[src/rtl/morse_decoder.sv]
// morse_decoder: measures mark/space durations on a single-bit morse line,
// classifies marks as dot or dash and decodes each symbol group into a 3-bit
// letter code (S=000 .. Z=111).
// Optional feature: define MORSE_DECODER_DEBOUNCE_EN to insert a level
// debouncer (DEBOUNCE_CYCLES stable cycles) between the synchroniser and the FSM.
module morse_decoder #(
    parameter int unsigned UNIT_CYCLES     = 25_000_000,
    parameter int unsigned DEBOUNCE_CYCLES = 500_000
) (
    input  logic       clock,
    input  logic       reset,
    input  logic       morse_in,
    output logic [2:0] letter,
    output logic       letter_valid,
    output logic       decode_error,
    output logic       busy
);
    localparam int unsigned      CNT_MAX  = 4 * UNIT_CYCLES;
    localparam int unsigned      CNT_W    = $clog2(CNT_MAX + 1);
    localparam logic [CNT_W-1:0] CNT_SAT  = CNT_W'(CNT_MAX);
    localparam logic [CNT_W-1:0] DASH_MIN = CNT_W'(2 * UNIT_CYCLES);
    localparam logic [CNT_W-1:0] GAP_LAST = CNT_W'(2 * UNIT_CYCLES - 1);

    // Reject configurations the timing logic cannot represent.
    if (UNIT_CYCLES < 1 || DEBOUNCE_CYCLES < 1) begin : g_bad_cfg
        $error("morse_decoder: UNIT_CYCLES and DEBOUNCE_CYCLES must be >= 1");
    end

    typedef enum logic [1:0] {
        ST_IDLE   = 2'd0,
        ST_MARK   = 2'd1,
        ST_SPACE  = 2'd2,
        ST_DECODE = 2'd3
    } state_e;

    // Map a completed group (symbols LSB-first, 1 = dash) to {hit, letter code}.
    function automatic logic [3:0] decode_group(input logic [3:0] pat, input logic [2:0] n);
        logic [3:0] res;
        case ({n, pat})
            {3'd3, 4'b0000}: res = {1'b1, 3'b000}; // S ...
            {3'd1, 4'b0001}: res = {1'b1, 3'b001}; // T -
            {3'd3, 4'b0100}: res = {1'b1, 3'b010}; // U ..-
            {3'd4, 4'b1000}: res = {1'b1, 3'b011}; // V ...-
            {3'd3, 4'b0110}: res = {1'b1, 3'b100}; // W .--
            {3'd4, 4'b1001}: res = {1'b1, 3'b101}; // X -..-
            {3'd4, 4'b1101}: res = {1'b1, 3'b110}; // Y -.--
            {3'd4, 4'b0011}: res = {1'b1, 3'b111}; // Z --..
            default:         res = {1'b0, 3'b000};
        endcase
        return res;
    endfunction

    logic sync1_q, sync_q;
    logic level_s;

    // Two-flop synchroniser for the asynchronous morse line.
    always_ff @(posedge clock or negedge reset) begin
        if (!reset) begin
            sync1_q <= 1'b0;
            sync_q  <= 1'b0;
        end else begin
            sync1_q <= morse_in;
            sync_q  <= sync1_q;
        end
    end

`ifdef MORSE_DECODER_DEBOUNCE_EN
    localparam int unsigned     DB_W    = $clog2(DEBOUNCE_CYCLES + 1);
    localparam logic [DB_W-1:0] DB_LAST = DB_W'(DEBOUNCE_CYCLES - 1);

    logic            filt_q, filt_d;
    logic [DB_W-1:0] db_cnt_q, db_cnt_d;

    // Adopt a new level only after it has been held for DEBOUNCE_CYCLES cycles.
    always_comb begin
        filt_d   = filt_q;
        db_cnt_d = db_cnt_q;
        if (sync_q == filt_q) begin
            db_cnt_d = '0;
        end else if (db_cnt_q == DB_LAST) begin
            filt_d   = sync_q;
            db_cnt_d = '0;
        end else begin
            db_cnt_d = db_cnt_q + DB_W'(1);
        end
    end

    // Debouncer state registers.
    always_ff @(posedge clock or negedge reset) begin
        if (!reset) begin
            filt_q   <= 1'b0;
            db_cnt_q <= '0;
        end else begin
            filt_q   <= filt_d;
            db_cnt_q <= db_cnt_d;
        end
    end

    assign level_s = filt_q;
`else
    assign level_s = sync_q;
`endif

    state_e           state_q, state_d;
    logic [CNT_W-1:0] count_q, count_d;
    logic [3:0]       pattern_q, pattern_d;
    logic [2:0]       sym_cnt_q, sym_cnt_d;
    logic             overflow_q, overflow_d;
    logic [2:0]       letter_q, letter_d;
    logic             letter_valid_q, letter_valid_d;
    logic             decode_error_q, decode_error_d;
    logic             busy_q, busy_d;
    logic [3:0]       group_s;

    // Next-state logic: duration counting, symbol capture and group decode.
    always_comb begin
        state_d        = state_q;
        count_d        = count_q;
        pattern_d      = pattern_q;
        sym_cnt_d      = sym_cnt_q;
        overflow_d     = overflow_q;
        letter_d       = letter_q;
        letter_valid_d = 1'b0;
        decode_error_d = 1'b0;
        group_s        = decode_group(pattern_q, sym_cnt_q);
        case (state_q)
            ST_IDLE: begin
                count_d = '0;
                if (level_s) begin
                    state_d = ST_MARK;
                end else begin
                    state_d = ST_IDLE;
                end
            end
            ST_MARK: begin
                if (level_s) begin
                    if (count_q != CNT_SAT) begin
                        count_d = count_q + CNT_W'(1);
                    end else begin
                        count_d = count_q;
                    end
                end else begin
                    // A fifth symbol is not stored; it only poisons the group.
                    if (sym_cnt_q == 3'd4) begin
                        overflow_d = 1'b1;
                    end else begin
                        pattern_d[sym_cnt_q[1:0]] = (count_q >= DASH_MIN);
                        sym_cnt_d = sym_cnt_q + 3'd1;
                    end
                    state_d = ST_SPACE;
                    count_d = '0;
                end
            end
            ST_SPACE: begin
                if (level_s) begin
                    state_d = ST_MARK;
                    count_d = '0;
                end else if (count_q == GAP_LAST) begin
                    // Gap just reached two units: the group is complete.
                    state_d = ST_DECODE;
                    count_d = count_q + CNT_W'(1);
                    if (group_s[3] && !overflow_q) begin
                        letter_d       = group_s[2:0];
                        letter_valid_d = 1'b1;
                    end else begin
                        decode_error_d = 1'b1;
                    end
                end else begin
                    count_d = count_q + CNT_W'(1);
                end
            end
            ST_DECODE: begin
                pattern_d  = 4'b0000;
                sym_cnt_d  = 3'd0;
                overflow_d = 1'b0;
                count_d    = '0;
                // A mark starting right now opens the next group without loss.
                if (level_s) begin
                    state_d = ST_MARK;
                end else begin
                    state_d = ST_IDLE;
                end
            end
            default: begin
                state_d    = ST_IDLE;
                count_d    = '0;
                pattern_d  = 4'b0000;
                sym_cnt_d  = 3'd0;
                overflow_d = 1'b0;
            end
        endcase
        busy_d = (state_d != ST_IDLE);
    end

    // State and registered-output flops.
    always_ff @(posedge clock or negedge reset) begin
        if (!reset) begin
            state_q        <= ST_IDLE;
            count_q        <= '0;
            pattern_q      <= 4'b0000;
            sym_cnt_q      <= 3'd0;
            overflow_q     <= 1'b0;
            letter_q       <= 3'b000;
            letter_valid_q <= 1'b0;
            decode_error_q <= 1'b0;
            busy_q         <= 1'b0;
        end else begin
            state_q        <= state_d;
            count_q        <= count_d;
            pattern_q      <= pattern_d;
            sym_cnt_q      <= sym_cnt_d;
            overflow_q     <= overflow_d;
            letter_q       <= letter_d;
            letter_valid_q <= letter_valid_d;
            decode_error_q <= decode_error_d;
            busy_q         <= busy_d;
        end
    end

    assign letter       = letter_q;
    assign letter_valid = letter_valid_q;
    assign decode_error = decode_error_q;
    assign busy         = busy_q;

endmodule
[config.mk]
export PLATFORM = sky130hd
export DESIGN_NAME = morse_decoder
export DESIGN_NICKNAME = d
export VERILOG_FILES = /design/src/rtl/morse_decoder.sv
export SDC_FILE = /design/constraint.sdc
export NUM_CORES = 1
export LEC_CHECK = 0
export CAP_MARGIN = 20
export CELL_PAD_IN_SITES_DETAIL_PLACEMENT = 1
export CELL_PAD_IN_SITES_GLOBAL_PLACEMENT = 2
export CORE_MARGIN = 2
export CORE_UTILIZATION = 35
export DETAILED_ROUTE_END_ITERATION = 6
export PLACE_DENSITY_LB_ADDON = 0.12
export SYNTH_ARGS = -nofsm -noshare
export SYNTH_HDL_FRONTEND = slang
export SYNTH_SLANG_ARGS = --single-unit
[constraint.sdc]
create_clock -name clock -period 2 [get_ports clock]
set_clock_uncertainty 0.05 [all_clocks]
set_input_delay 0.4 -clock clock [delete_from_list [all_inputs] [get_ports clock]]
set_output_delay 0.4 -clock clock [all_outputs]
set_load 0.005 [all_outputs]
# ---- Word-level counts from Yosys, hierarchy flattened
# Cells that the tools add are included.
dict set report op_classes {
  bitwise_logic 1
  n_addsub 2
  n_eq_ne 18
  reduce_logical 10
  magnitude_cmp 3
  n_mux 30
}
# cell n
set ops {}
lappend ops {{two-way mux 27 bit} 3}
lappend ops {{case mux 27 bit (3 select lines)} 1}
lappend ops {{case mux 4 bit (8 select lines)} 1}
lappend ops {{equality test 7 bit, second input constant} 4}
lappend ops {{adder 27 x 1 -> 27 bit, second input constant} 1}
lappend ops {{equality test 27 x 26 -> 1 bit, second input constant} 1}
lappend ops {{>= comparator 27 x 26 -> 1 bit, second input constant} 1}
lappend ops {{inequality test 27 bit, second input constant} 1}
lappend ops {{equality test 7 x 6 -> 1 bit, second input constant} 3}
lappend ops {{two-way mux 1 bit} 12}
lappend ops {{two-way mux 4 bit} 2}
lappend ops {{case mux 4 bit (2 select lines)} 1}
lappend ops {{equality test 7 x 5 -> 1 bit, second input constant} 1}
lappend ops {{two-way mux 2 bit} 3}
lappend ops {{two-way mux 3 bit} 2}
lappend ops {{inequality test 2 bit, second input constant} 3}
lappend ops {{case mux 2 bit (3 select lines)} 1}
lappend ops {{case mux 3 bit (2 select lines)} 1}
lappend ops {{AND reduction 3 bit} 2}
lappend ops {{bitwise mux 4 bit} 1}
lappend ops {{equality test 2 bit, second input constant} 2}
lappend ops {{AND reduction 4 bit} 1}
lappend ops {{nonzero test 2 bit} 2}
lappend ops {{adder 3 x 1 -> 3 bit, second input constant} 1}
lappend ops {{other kinds (12)} 13}
dict set report word_totals {
  out_inout_bits 6
  register_bits 45
  in_bits 3
}

# ---- Longest topological paths before layout
dict set report depth {
  depth_word 8
  ltp_mapped 9
}

# ---- Least setup slack after synthesis
# No wires, ideal clock.
dict set report synth_path {
  path_type {register to register}
  from {register sym_cnt_q[0]}
  to {register letter_q[0] (netlist: letter[0])}
  synth_period_minus_slack_ns 2.125
  n_path_buf 0
  path_stages_with_launch 7
  path_slack_ns -0.125
  t_arrival_ns 1.951
  cell_sequence {dfrtp_1 > ha_1 > ha_1 > nor4b_1 > nor3_1 > a2111oi_4 > mux2_2}
}
dict set report synth_between {
  elab_chain_len 4
  elab_cells_between_ends 11
}
# element line
set synth_rtl {}
lappend synth_rtl {{from (decl)} 107} ;# logic [2:0] sym_cnt_q, sym_cnt_d;
lappend synth_rtl {{from (signal assigned)} 211} ;# sym_cnt_q <= sym_cnt_d;
lappend synth_rtl {{equality test 7 bit, or another cell as far along} 39} ;# case ({n, pat})
lappend synth_rtl {{case mux 4 bit (8 select lines) (*)} 39}
lappend synth_rtl {{logical AND 1 bit} 162} ;# if (group_s[3] && !overflow_q) begin
lappend synth_rtl {{AND reduction 4 bit (no line)} -}
lappend synth_rtl {{to (signal assigned)} 213} ;# letter_q <= letter_d;
lappend synth_rtl {{to (decl)} 109} ;# logic [2:0] letter_q, letter_d;
# Every way passes the cells marked *; elsewhere a longest branch is shown, timed or not.
# A chain may end at the register's enable or synchronous reset.

# ---- Final worst setup path
dict set report layout_path {
  from {register count_q[10]}
  to {register letter_q[0] (netlist: letter[0])}
}
dict set report layout_between {
  elab_chain_len 2
}
# element line
set layout_rtl {}
lappend layout_rtl {{from (decl)} 105} ;# logic [CNT_W-1:0] count_q, count_d;
lappend layout_rtl {{from (signal assigned)} 209} ;# count_q <= count_d;
lappend layout_rtl {{equality test 27 x 26 -> 1 bit} 158} ;# end else if (count_q == GAP_LAST) begin
lappend layout_rtl {{AND reduction 4 bit (no line)} -}
# Every way passes these cells.

==> results.json <==
{
  "run_status": "finished, violations left",
  "violations": "setup timing",
  "core_area_sq_um": 7250,
  "synth_top_cells_by_area": "dfrtp_1 43%, ha_1 5.3%, nor2_1 4.7%",
  "most-common-layout-cells": "44 x buf_4, 41 x dfrtp_1, 32 x nor2_1",
  "syn_nets": 293,
  "synth_edf_count": 0,
  "async_reset_ff_share_pct": 100,
  "fmax_mhz": 494,
  "numCtsBuffers": 5,
  "cts_htree_levels": 2,
  "seqCellArea_sq_um": 1130,
  "syn_inst": 279,
  "vdd_ir_drop_max_uv": 254,
  "syn_area_sq_um": 2620,
  "drv_cap": 0,
  "post-place-ws_ns": -0.0690,
  "pin_count": 9,
  "routed_wl_microns": 6670,
  "synth_top_area_share_pct": 43.0,
  "drv_slew": 0,
  "syn_to_final_growth_pct": 29.2,
  "final_common_cell": "buf_4",
  "clk_pin_slew_worst_paths_ns": 0.09,
  "setup-violations-final": 2,
  "clk_latency_ns": 0.31,
  "ys_seq_area_share_pct": 43.0,
  "grt_max_degree": 26,
  "p_leak_nw": 1.35,
  "r2r-start": "count_q[10]",
  "synth.avg_cell_area_sq_um": 9.39,
  "dieArea_sq_um": 8190,
  "startpoint": "count_q[10]",
  "slew_headroom_pct": 64.0,
  "r2r_slack_ns": -0.02,
  "end_kind": "register",
  "crit_required_ns": 2.15,
  "crit_buf_inv": 0,
  "drive_gt1_share_pct": 29.5,
  "via_per_inst": 5.13,
  "grt_pass1_wl_microns": 11800,
  "fin_crit_ns": 2.02,
  "final.period_utilization_pct": 101,
  "antenna_found_initial": 0,
  "crit_type": "reg2reg",
  "num_vias": 2196,
  "place_hpwl_microns": 4960,
  "synth-seq-cells": 45,
  "ctsHoldBuffers": 0,
  "ant_nets": 0,
  "track_usage_pct": 18.2,
  "max_stage_delay_ns": 0.55,
  "nets": 342,
  "instances_no_fill": 428,
  "cts_sinks": 45,
  "die_y_microns": 90.5,
  "power_density_nw_per_um2": 780,
  "gp_congestion": 0.856,
  "cp_top_family": "simple AND/OR/NAND/NOR gates",
  "initial_core_util_pct": 36.1,
  "critical_path.cell_chain": "or4_4 -> nor2_2 -> nand3_2 -> a2111oi_4 -> mux2_4",
  "crit_arrival_ns": 2.18,
  "cts.path.max_buffers": 2,
  "cts_root_buf": "clkbuf_8",
  "diodes": 0,
  "multiInputGateArea_sq_um": 1510,
  "rows": 31,
  "tritoncts": "built",
  "drtIter0Drc": 26,
  "n_fill_cell": 872,
  "hold_class": "in2async",
  "dp.cells": 417,
  "startpoint_type": "register",
  "cp_max_fo": 3,
  "grt_pass1_vias": 2371,
  "routedWlPerCell_microns": 15.6,
  "firstDrtPassIters": 4,
  "setup_slack_ns": -0.0223,
  "finalHoldViolations": 0,
  "die_x_microns": 90.5,
  "tns_ns": -0.0422,
  "synth_area_leader_cell": "dfrtp_1",
  "port_buffers": 8,
  "netlist-cell-type-count": 48,
  "drc": 0,
  "synthFlopType": "dfrtp_1",
  "grt_setup_unrepaired": "true",
  "ys_warn_count": 0,
  "worst_pin_slew_ns": 0.540,
  "crit_slowest_cell": "or4_4",
  "grt-ovfl-total": 0
}
-- worst paths after layout --
check                                to  cells after the start
max in group asynchronous   count_q[21]                      2
min reg2reg                     level_s                      0
max reg2reg                   letter[0]                      5
min                        pattern_q[3]                      1
max                           letter[0]                      5
min in group clock              level_s                      0
-- cells in the mapped netlist, drive strengths merged, types with 3 or more instances --
library cell  instances
a221oi                4
nand3                16
clkbuf                5
nand4                 8
nand2                20
nor2                 37
dfrtp                45
nand2b                3
o21ai                10
nor4                 10
and4                  3
a21oi                11
mux2                  3
buf                   8
inv                  16
ha                   11
xnor2                14
nor2b                 5
xor2                 10
nor3                  8
-- flip-flops by register name, indices dropped and copies added (netlist names) --
signal,flops
sym_cnt_q,3
sync1_q,1
letter_valid,1
letter,3
pattern_q,4
count_q,27
decode_error,1
busy,1
level_s,1
state_q,2
overflow_q,1
-- per-stage QoR --
step,power (mW),hold slack (ns),area [sq um],utilization (%)
2_1_floorplan,1.55,0.0544,2680,-
5_1_grt,2.83,0.0272,3380,46.7
3_5_place_dp,1.89,0.306,3150,43.5
3_3_place_gp,1.87,0.284,3150,43.5
4_1_cts,2.59,0.0231,3280,45.2
6_report,2.64,0.00877,3380,46.7
-- repair_timing --
| item | 4_1_cts | 5_1_grt |
|---|---|---|
| setup buffers | 0 | 3 |
| setup endpoints to repair | 4 | 36 |
| pin swaps | 3 | 9 |
| gates resized for setup | 6 | 20 |
-- cell families (layout without fill, tap and decap cells) --
| group | after synthesis | in the layout | synth area share [%] |
|---|---|---|---|
| buffers and inverters | 29 | 79 | 5.25 |
| xor gates and xnor gates | 24 | 24 | 8.02 |
| AOI/OAI and AO/OA | 38 | 38 | 10.2 |
| muxes | 5 | 5 | 2.05 |
| adders and majority gates | 11 | 11 | 5.25 |
| DFF | 45 | 45 | 43.0 |
| and+or+nand+nor | 127 | 127 | 26.2 |
-- final cells by class --
class / count / share of cell area [%]
repair buffers: 55 / 13.5
clock buffers: 7 / 2.85
multi-input cells: 205 / 44.7
clock inverters: 1 / 0.148
flip-flops and latches: 45 / 33.4
well taps: 99 / 3.66
inverters: 16 / 1.77
-- layer usage --
| metal | up-vias | part of all wire [%] | GRT usage [%] | routed length (microns) |
|---|---|---|---|---|
| met5 | - | 0 | 0 | 0 |
| met4 | 0 | 1.3 | 5.64 | 85 |
| met3 | 8 | 1.9 | 3.42 | 129 |
| met2 | 16 | 50 | 31.2 | 3350 |
| met1 | 1099 | 46 | 23.1 | 3100 |
| li1 | 1073 | - | - | - |
-- where the power goes --
| part | switching, mW | internal, mW | leakage, nW |
|---|---|---|---|
| registers | 0.142 | 1.00 | 0.602 |
| clock network | 0.333 | 0.313 | 0.0542 |
| logic | 0.409 | 0.439 | 0.698 |
| total | 0.883 | 1.76 | 1.35 |
Power figures use the tool's default switching activity.
